<file path="config.mk">
export PLATFORM = sky130hd
export DESIGN_NAME = muldiv_unit
export DESIGN_NICKNAME = d
export VERILOG_FILES = /design/src/rtl/muldiv_pkg.sv /design/src/rtl/muldiv_step.sv /design/src/rtl/muldiv_unit.sv
export SDC_FILE = /design/constraint.sdc
export NUM_CORES = 1
export LEC_CHECK = 0
export ABC_AREA = 1
export CAP_MARGIN = 10
export CORE_ASPECT_RATIO = 1.2
export CORE_MARGIN = 2
export CORE_UTILIZATION = 45
export CTS_BUF_LIST = sky130_fd_sc_hd__clkbuf_2
export DETAILED_ROUTE_END_ITERATION = 12
export GPL_TIMING_DRIVEN = 0
export PLACE_DENSITY = 0.69
export SYNTH_ARGS = -nofsm -noshare
export SYNTH_HDL_FRONTEND = slang
export SYNTH_SLANG_ARGS = --single-unit
</file>
<file path="constraint.sdc">
create_clock -name clk -period 2.6 [get_ports clk]
set_clock_uncertainty 0.15 [all_clocks]
set_input_delay 0.52 -clock clk [delete_from_list [all_inputs] [get_ports clk]]
set_output_delay 0.52 -clock clk [all_outputs]
set_load 0.05 [all_outputs]
</file>
<file path="src/rtl/muldiv_pkg.sv">
// Shared types and sizing helpers for the iterative signed multiply/divide unit.
package muldiv_pkg;

  typedef enum logic [1:0] {
    S_IDLE = 2'd0,
    S_CALC = 2'd1,
    S_FIX  = 2'd2
  } state_t;

  typedef enum logic {
    OP_MULT = 1'b0,
    OP_DIV  = 1'b1
  } op_t;

  // One extra bit so the counter can represent WIDTH itself.
  function automatic int unsigned cnt_width(input int unsigned w);
    return $clog2(w) + 1;
  endfunction

  localparam int unsigned DEF_WIDTH = 32;
  localparam int unsigned CNT_W     = cnt_width(DEF_WIDTH);

endpackage

</file>
<file path="src/rtl/muldiv_step.sv">
// One combinational iteration: radix-2 shift/add multiply or restoring divide.
module muldiv_step
  import muldiv_pkg::*;
#(
  parameter int unsigned WIDTH = 32
) (
  input  op_t              op,
  input  logic [WIDTH-1:0] hi_in,
  input  logic [WIDTH-1:0] lo_in,
  input  logic [WIDTH-1:0] opnd,
  output logic [WIDTH-1:0] hi_out,
  output logic [WIDTH-1:0] lo_out
);

  localparam int unsigned WP = WIDTH + 1;

  logic [WIDTH:0] sum;
  logic [WIDTH:0] shifted;
  logic           ge;

  always_comb begin
    hi_out  = hi_in;
    lo_out  = lo_in;
    sum     = {1'b0, hi_in} + ({1'b0, opnd} & {WP{lo_in[0]}});
    shifted = {hi_in, lo_in[WIDTH-1]};
    ge      = (shifted >= {1'b0, opnd});
    if (op == OP_MULT) begin
      hi_out = sum[WIDTH:1];
      lo_out = {sum[0], lo_in[WIDTH-1:1]};
    end else begin
      // The restored remainder is always below the divisor, so WIDTH bits suffice.
      hi_out = ge ? (shifted[WIDTH-1:0] - opnd) : shifted[WIDTH-1:0];
      lo_out = {lo_in[WIDTH-2:0], ge};
    end
  end

endmodule

</file>
<file path="src/rtl/muldiv_unit.sv">
// Iterative signed multiply/divide producing HI/LO; busy stalls the pipeline while it runs.
module muldiv_unit
  import muldiv_pkg::*;
#(
  parameter int unsigned WIDTH = 32
) (
  input  logic             clk,
  input  logic             rst,
  input  logic             mult,
  input  logic             div,
  input  logic [WIDTH-1:0] a,
  input  logic [WIDTH-1:0] b,
  output logic             busy,
  output logic             done,
  output logic [WIDTH-1:0] hi,
  output logic [WIDTH-1:0] lo
);

  localparam int unsigned CW = cnt_width(WIDTH);
  localparam int unsigned W2 = 2 * WIDTH;

  state_t           state_q, state_d;
  logic [CW-1:0]    cnt_q;
  op_t              op_q;
  logic             neg_q, neg_a_q, div0_q;
  logic [WIDTH-1:0] opnd_q, acc_hi_q, acc_lo_q;
  logic [WIDTH-1:0] step_hi, step_lo;
  logic [WIDTH-1:0] a_abs, b_abs;
  logic [WIDTH-1:0] quo_fix, rem_fix;
  logic [W2-1:0]    prod, prod_fix;
  logic             start, last;

  assign start = mult | div;
  assign last  = (cnt_q == CW'(WIDTH - 1));

  // Most-negative maps onto itself, which reads correctly as unsigned 2^(WIDTH-1).
  assign a_abs = a[WIDTH-1] ? (~a + WIDTH'(1)) : a;
  assign b_abs = b[WIDTH-1] ? (~b + WIDTH'(1)) : b;

  assign prod     = {acc_hi_q, acc_lo_q};
  assign prod_fix = neg_q   ? (~prod + W2'(1))        : prod;
  assign quo_fix  = neg_q   ? (~acc_lo_q + WIDTH'(1)) : acc_lo_q;
  assign rem_fix  = neg_a_q ? (~acc_hi_q + WIDTH'(1)) : acc_hi_q;

  muldiv_step #(.WIDTH(WIDTH)) u_step (
    .op     (op_q),
    .hi_in  (acc_hi_q),
    .lo_in  (acc_lo_q),
    .opnd   (opnd_q),
    .hi_out (step_hi),
    .lo_out (step_lo)
  );

  always_ff @(posedge clk) begin
    if (rst) state_q <= S_IDLE;
    else     state_q <= state_d;
  end

  always_comb begin
    state_d = state_q;
    unique case (state_q)
      S_IDLE:  if (start) state_d = S_CALC;
      S_CALC:  if (last)  state_d = S_FIX;
      S_FIX:   state_d = S_IDLE;
      default: state_d = S_IDLE;
    endcase
  end

  always_ff @(posedge clk) begin
    if (rst) begin
      busy     <= 1'b0;
      done     <= 1'b0;
      hi       <= '0;
      lo       <= '0;
      cnt_q    <= '0;
      op_q     <= OP_MULT;
      neg_q    <= 1'b0;
      neg_a_q  <= 1'b0;
      div0_q   <= 1'b0;
      opnd_q   <= '0;
      acc_hi_q <= '0;
      acc_lo_q <= '0;
    end else begin
      busy <= (state_d != S_IDLE);
      done <= (state_q == S_FIX);
      unique case (state_q)
        S_IDLE: begin
          if (start) begin
            op_q     <= mult ? OP_MULT : OP_DIV;
            cnt_q    <= '0;
            neg_q    <= a[WIDTH-1] ^ b[WIDTH-1];
            neg_a_q  <= a[WIDTH-1];
            div0_q   <= (b == '0);
            acc_hi_q <= '0;
            acc_lo_q <= mult ? b_abs : a_abs;
            opnd_q   <= mult ? a_abs : b_abs;
          end
        end
        S_CALC: begin
          acc_hi_q <= step_hi;
          acc_lo_q <= step_lo;
          cnt_q    <= cnt_q + CW'(1);
        end
        S_FIX: begin
          if (op_q == OP_MULT) begin
            hi <= prod_fix[W2-1:WIDTH];
            lo <= prod_fix[WIDTH-1:0];
          end else begin
            // Divide by zero leaves |a| in the remainder, so hi reproduces a.
            hi <= rem_fix;
            lo <= div0_q ? '1 : quo_fix;
          end
        end
        default: ;
      endcase
    end
  end

endmodule

</file>
==> results of run 1 <==
## report_power, final
group	internal (mW)	switching (mW)	leakage, nW	total, mW
logic	1.93	3.91	9.56	5.84
registers	2.82	0.265	1.46	3.08
clock network	0.661	1.13	0.172	1.79
## cell usage in the layout, fill, tap and decap left out, types with 14 or more instances in the layout
cell and n:
nand2_1 897, inv_1 458, nor2_1 311, nand3_1 263
o21ai_0 224, a21oi_1 165, dfxtp_1 112, xor2_1 92
buf_4 76, clkbuf_1 74, nand2_2 71, clkdlybuf4s50_1 65
dlygate4sd2_1 63, ha_4 57, dfxtp_4 35, o211ai_1 34
inv_2 31, nor2_4 31, nand4_1 30, a21oi_2 29
dfxtp_2 27, clkbuf_2 25, nand3_2 23, nor2_2 23
buf_1 21, a31oi_1 20, nor3_1 20, nand2_4 17
buf_2 16, or2_2 14
## area by class of cell
| cell class | instances | area [um2] |
|---|---|---|
| Fill cell | 4097 | 16700 |
| Multi-Input combinational cell | 2455 | 13700 |
| Sequential cell | 174 | 3650 |
| Timing Repair Buffer | 212 | 1920 |
| Inverter | 496 | 1880 |
| Tap cell | 533 | 667 |
| Buffer | 129 | 652 |
| Clock inverter | 14 | 205 |
| Clock buffer | 18 | 90.1 |
| Antenna cell | 7 | 17.5 |
## what timing repair did
action,CTS,global route
pin swaps,14,64
setup endpoints to repair,123,58
cloned,0,3
resized for setup,290,307
buffers inserted,40,38
## worst reg2reg max path: cells and delay by family, from the launching register on
kind | cells | cell delay, ps
AOI/OAI and AO/OA | 1 | 60
buffers and inverters | 6 | 570
and+or+nand+nor | 10 | 1040
adders and majority gates | 2 | 520
DFF | 1 | 420
## logic make-up after synthesis
| logic type | Yosys count | synth area share [%] |
|---|---|---|
| flip-flops | 174 | 19.5 |
| adder cells (fa/ha/maj) | 71 | 5.04 |
| AO/OA/AOI/OAI | 543 | 16.6 |
| XOR/XNOR | 96 | 4.70 |
| AND/OR/NAND/NOR | 1745 | 40.8 |
| buffers and inverters | 626 | 13.4 |
## flip-flops by register name (all words and copies together) (netlist names)
| register | count |
|---|---|
| acc_hi_q | 32 |
| acc_lo_q | 32 |
| busy | 1 |
| cnt_q | 6 |
| div0_q | 1 |
| done | 1 |
| hi | 32 |
| lo | 32 |
| neg_a_q | 1 |
| neg_q | 1 |
| op_q | 1 |
| opnd_q | 32 |
| state_q | 2 |
## worst min-delay path by stage
stage | cells after the start | slack (ps) | startpoint | to
finish | 7 | 160 | a[31] | opnd_q[13]
global route | 3 | 150 | a[0] | opnd_q[0]
CTS | 7 | 130 | a[31] | opnd_q[13]
detailed placement | 2 | 320 | div0_q | div0_q
global placement | 1 | 310 | cnt_q[5] | cnt_q[5]
floorplan | 1 | 290 | cnt_q[5] | cnt_q[5]
## through the flow
stage	hold WS [ps]	total power [mW]
6_report	159	10.7
5_1_grt	148	11.2
3_3_place_gp	307	7.70
3_5_place_dp	318	7.72
4_1_cts	127	9.84
2_1_floorplan	294	6.05
## layer usage
layer,up-vias,GRT usage [%],share of wire [%]
met2,1372,63.6,43
met3,371,8.92,11
met5,-,0,0
li1,10800,-,-
met1,10700,50.5,38
met4,0,28.3,8.6
==> impl_metrics.py, run 1 <==
metrics = {
    "critical_path": {
        "path_depth": 19,
        "critPathBufInv": 6,
        "critPathLaunchType": "flop",
        "cpPeakStageDelay_ps": 420,
        "critPathCaptureType": "flop",
        "crit_family": "simple AND/OR/NAND/NOR gates",
        "cpMostUsedCell": "nand3_2",
        "critPathCapture": "acc_hi_q[21]",
        "crit_type": "reg -> reg",
        "regToRegStartpoint": "acc_lo_q[0]",
        "cp_slowest_cell": "dfxtp_2",
        "ff2ff_setup_slack_ps": -220,
        "required_ps": 3250,
        "arrival_ps": 3470,
        "rr_worst_depth": 19,
        "critical_path.cell_chain": "buf_12 -> clkbuf_16 -> nand2_4 -> inv_4 -> ha_4 -> inv_2 -> fa_2 -> inv_2 -> nand2_2 -> nand3_2 -> nand3_2 -> nand2_4 -> nand2_2 -> nand3_1 -> nand3_2 -> nand2_1 -> inv_1 -> nand2_1 -> a21oi_1",
        "timing.rr.end": "acc_hi_q[21]",
        "cp_max_fo": 8,
        "startpoint": "acc_lo_q[0]",
    },
    "clocking": {
        "postCtsHoldBufs": 0,
        "cts_max_level": 4,
        "cts.sinks": 174,
        "tritoncts": "built",
        "cts_buffers": 17,
        "clockRootBuffer": "clkbuf_2",
        "clk_latency_ps": 900,
        "clk_path_buf_depth": 2,
        "clk_pin_slew_worst_paths_ps": 290,
    },
    "route": {
        "routed_wl_um": 88900,
        "ant_nets": 0,
        "drc_errors": 0,
        "drt-wirelength-per-cell_um": 22.0,
        "firstDrtPassIters": 7,
        "num_vias": 23200,
        "vias_per_cell": 5.76,
        "drt_iter0_drc": 2629,
    },
    "final_layout": {
        "instances_no_fill": 4038,
        "fin_util_pct": 57.7,
        "nets": 3624,
        "finalInstanceArea_mm2": 0.0228,
        "drive_above_1_share_pct": 15.9,
        "area_growth_pct": 27.3,
    },
    "floorplanning": {
        "num_io_pins": 134,
        "initial_core_util_pct": 45.3,
        "die_y_um": 223,
        "coreArea_mm2": 0.0395,
        "num_rows": 80,
        "die_area_mm2": 0.0414,
        "die_w_um": 186,
    },
    "pwr": {
        "p_leak_nw": 11.2,
        "powerDensity_mw_per_mm2": 470,
        "ir_worst_vdd_v": 0.000400,
    },
    "timing": {
        "fmax_mhz": 355,
        "rsz0062_at_grt": "true",
        "tightest_slew_ps": 1040,
        "finalHoldViolations": 0,
        "max_slew_margin_pct": 30.3,
        "fin_crit_sh_pct": 108,
        "setup_tns_ps": -1910,
        "layout_min_cycle_time_ps": 2820,
        "slew_viol_final": 0,
        "worst_slack_ps": -217,
        "setup_viol": 29,
    },
    "synth": {
        "synth_top_flop_cell": "dfxtp_1",
        "netlist_instances": 3255,
        "synth_cell_types": 54,
        "ys_warn_count": 0,
        "ys_top_cells_by_count": "nand2_1, inv_1, nor2_1",
        "yosysMostFrequentCell": "nand2_1",
        "synth_area_leaders": "nand2_1, dfxtp_1, inv_1",
        "synth_top_area_cell": "nand2_1",
        "synth_nets": 3394,
        "ys_seq_area_share_pct": 19.5,
        "synthArstFlopShare_pct": 0,
        "ys_ff_latch": 174,
        "synth_edf_count": 0,
        "avgSynthCellArea_um2": 5.50,
        "syn_area_mm2": 0.0179,
        "synth_top_cell_area_share_pct": 20.5,
    },
    "place": {
        "place_worst_setup_slack_ps": -751,
        "dp_hpwl_um": 68600,
        "dpl.cell_count": 3919,
        "place_congestion": 1.07,
        "io_buffers": 131,
        "dpl-instance-area_mm2": 0.0199,
    },
    "grt": {
        "overflow": 0,
        "grt_max_degree": 17,
        "globalRouteTotalUtil_pct": 41.1,
        "grt_pass1_wl_um": 126000,
        "antenna_found_initial": 6,
        "grt_pass1_vias": 21000,
    },
    "flow_run": {
        "max_cap_violations": 0,
    },
    "outcome": {
        "status": "complete, but fails checks",
        "failed_checks": "negative setup slack",
    },
    "hold_path": {
        "hold_class": "in -> reg",
    },
}
(Power assumes the default switching activity.)
==> run 2, diff against run 1 <==
--- a/config.mk
+++ b/config.mk
@@ -5,15 +5,15 @@
 export SDC_FILE = /design/constraint.sdc
 export NUM_CORES = 1
 export LEC_CHECK = 0
-export ABC_AREA = 1
 export CAP_MARGIN = 10
 export CORE_ASPECT_RATIO = 1.2
 export CORE_MARGIN = 2
 export CORE_UTILIZATION = 45
 export CTS_BUF_LIST = sky130_fd_sc_hd__clkbuf_2
+export CTS_CLUSTER_SIZE = 12
 export DETAILED_ROUTE_END_ITERATION = 12
 export GPL_TIMING_DRIVEN = 0
-export PLACE_DENSITY = 0.69
+export PLACE_DENSITY = 0.71
 export SYNTH_ARGS = -nofsm -noshare
 export SYNTH_HDL_FRONTEND = slang
 export SYNTH_SLANG_ARGS = --single-unit
==> impl_metrics.py, run 2 <==
metrics = {
    "place": {
        "dp_hpwl_um": 41700,
        "io_buffers": 131,
        "place_congestion": 0.960,
    },
    "critical_path": {
        "critPathLaunchType": "flop",
        "required_ps": 3270,
        "arrival_ps": 4070,
        "cp_max_fo": 7,
        "crit_type": "reg -> reg",
        "critPathCaptureType": "flop",
    },
    "timing": {
        "rsz0062_at_grt": "true",
        "setup_viol": 68,
        "fin_crit_sh_pct": 131,
        "fmax_mhz": 294,
        "max_slew_margin_pct": 35.6,
        "layout_min_cycle_time_ps": 3400,
        "finalHoldViolations": 0,
        "slew_viol_final": 0,
        "setup_tns_ps": -27960,
        "worst_slack_ps": -799,
        "tightest_slew_ps": 965,
    },
    "clocking": {
        "tritoncts": "built",
        "cts_max_level": 4,
        "clockRootBuffer": "clkbuf_2",
        "clk_latency_ps": 870,
        "cts.sinks": 174,
        "clk_pin_slew_worst_paths_ps": 340,
        "postCtsHoldBufs": 0,
        "clk_path_buf_depth": 2,
        "cts_buffers": 17,
    },
    "synth": {
        "ys_ff_latch": 174,
        "synth_top_area_cell": "dfxtp_1",
        "synth_top_cell_area_share_pct": 25.0,
        "synth_area_leaders": "dfxtp_1, a21oi_1, ha_1",
        "synth_edf_count": 0,
        "synth_cell_types": 84,
        "ys_seq_area_share_pct": 25.0,
        "synthArstFlopShare_pct": 0,
        "yosysMostFrequentCell": "nor2_1",
        "syn_area_mm2": 0.0139,
        "avgSynthCellArea_um2": 7.39,
        "netlist_instances": 1883,
        "ys_top_cells_by_count": "nor2_1, a21oi_1, nand2_1",
        "synth_top_flop_cell": "dfxtp_1",
        "ys_warn_count": 0,
        "synth_nets": 2022,
    },
    "final_layout": {
        "drive_above_1_share_pct": 24.6,
        "final_cell_mix": "nor2_1, nand2_1, a21oi_1, o21ai_0, dfxtp_1",
        "area_growth_pct": 37.2,
        "final_common_cell": "nor2_1",
        "nets": 2288,
        "fillers": 2677,
    },
    "route": {
        "routed_wl_um": 57800,
        "vias_per_cell": 6.16,
        "num_vias": 15800,
        "firstDrtPassIters": 5,
        "ant_nets": 0,
        "drt-wirelength-per-cell_um": 22.6,
        "drt_iter0_drc": 1507,
        "drc_errors": 0,
    },
    "flow_run": {
        "max_cap_violations": 0,
    },
    "pwr": {
        "p_total_mw": 8.41,
        "p_leak_nw": 7.60,
        "ir_worst_vdd_v": 0.000274,
        "powerDensity_mw_per_mm2": 440,
    },
    "floorplanning": {
        "initial_core_util_pct": 45.7,
        "coreArea_mm2": 0.0305,
        "die_area_mm2": 0.0324,
        "die_y_um": 197,
        "num_rows": 70,
        "die_w_um": 165,
        "num_io_pins": 134,
    },
    "grt": {
        "globalRouteTotalUtil_pct": 34.2,
        "overflow": 0,
        "grt_pass1_vias": 15000,
        "grt_max_degree": 21,
        "antenna_found_initial": 1,
        "grt_pass1_wl_um": 85100,
    },
    "hold_path": {
        "hold_class": "in -> reg",
    },
    "outcome": {
        "failed_checks": "negative setup slack",
        "status": "complete, but fails checks",
    },
}
## run 2: cell count changes in the layout (fill, tap and decap cells not counted), moves of 22 or more
cell      previous run  this run
o21ai_1             11        33
nand2_1            897       174
o21ai_0            224       118
ha_4                57        32
mux2i_1              0        37
inv_1              458        52
ha_1                 7        32
a211oi_1             1        46
xnor2_1              4        62
buf_6                3        27
nor2_1             311       188
nand3_1            263        21
a21o_1               4        28
nand2_2             71        13
## run 2: cell families after synthesis
| family | share of synthesized area [%] |
|---|---|
| DFF | 25.0 |
| and+or+nand+nor | 20.4 |
| xor gates and xnor gates | 10.6 |
| buffers and inverters | 5.50 |
| adders and majority gates | 6.49 |
| muxes | 2.98 |
| AOI/OAI and AO/OA | 29.1 |
## run 2: final cells by class
cell class | count | area (um2) | share of cell area (%)
diodes | 1 | 2.50 | 0.0131
plain buffers | 118 | 657 | 3.44
clock buffers | 17 | 85.1 | 0.445
clock inverters | 15 | 188 | 0.983
inverters | 68 | 280 | 1.47
multi-input cells | 1515 | 11500 | 60.0
flip-flops and latches | 174 | 3620 | 18.9
well taps | 396 | 495 | 2.59
repair buffers | 255 | 2320 | 12.1
## run 2: power by group
part / switching [mW] / total (mW) / internal, mW
sequential: 0.195 / 3.00 / 2.81
combinational: 2.21 / 3.82 / 1.61
clock: 1.24 / 1.59 / 0.344
total: 3.65 / 8.41 / 4.76
## run 2: repair_timing
item / in CTS / in global routing
endpoints found under the hold margin: 0 / 0
resized for setup: 308 / 200
setup endpoints to repair: 149 / 105
pin swaps: 139 / 89
gates cloned: 6 / 0
setup buffers: 86 / 47
## run 2: critical path: stages (launching register included)
cell,delay (ps)
dfxtp_4,480
clkinv_8,70
clkbuf_16,170
nor2_2,250
ha_4,220
nand3_2,80
or4_4,470
o32a_1,330
o211ai_1,230
nand2_2,150
a221oi_2,310
or3_1,170
a21oi_2,50
o31ai_1,200
## run 2: routing by layer
metal,up-vias,track usage (%),routed length (um),part of all wire [%]
met5,-,0,0,0
met4,0,20.8,4090,7.1
met3,213,4.04,3450,6.0
met2,760,58.2,27800,48
met1,7472,41.0,22500,39
li1,7329,-,-,-
## run 2: metrics by stage
stage               hold slack (ps)  std cells  util [%]  area, um2  worst slack, ps
floorplan                       282       1883         -      14500             -416
global placement                290       2410      53.4      16300            -1250
detailed placement              295       2410      53.4      16300            -1250
CTS                             156       2529      59.3      18100             -643
global route                  -7.79       2559      62.7      19100             -903
finish                         21.2       2559      62.7      19100             -799
## run 2: path summary, 6_finish.rpt
| check | from | endpoint | slack [ps] | depth (start not counted) |
|---|---|---|---|---|
| worst max-delay path | acc_lo_q[0] | acc_hi_q[30] | -800 | 13 |
| worst min-delay path | b[0] | opnd_q[0] | 20 | 3 |
| worst max register to register | acc_lo_q[0] | acc_hi_q[30] | -800 | 13 |
| worst min register to register | opnd_q[13] | opnd_q[13] | 320 | 2 |
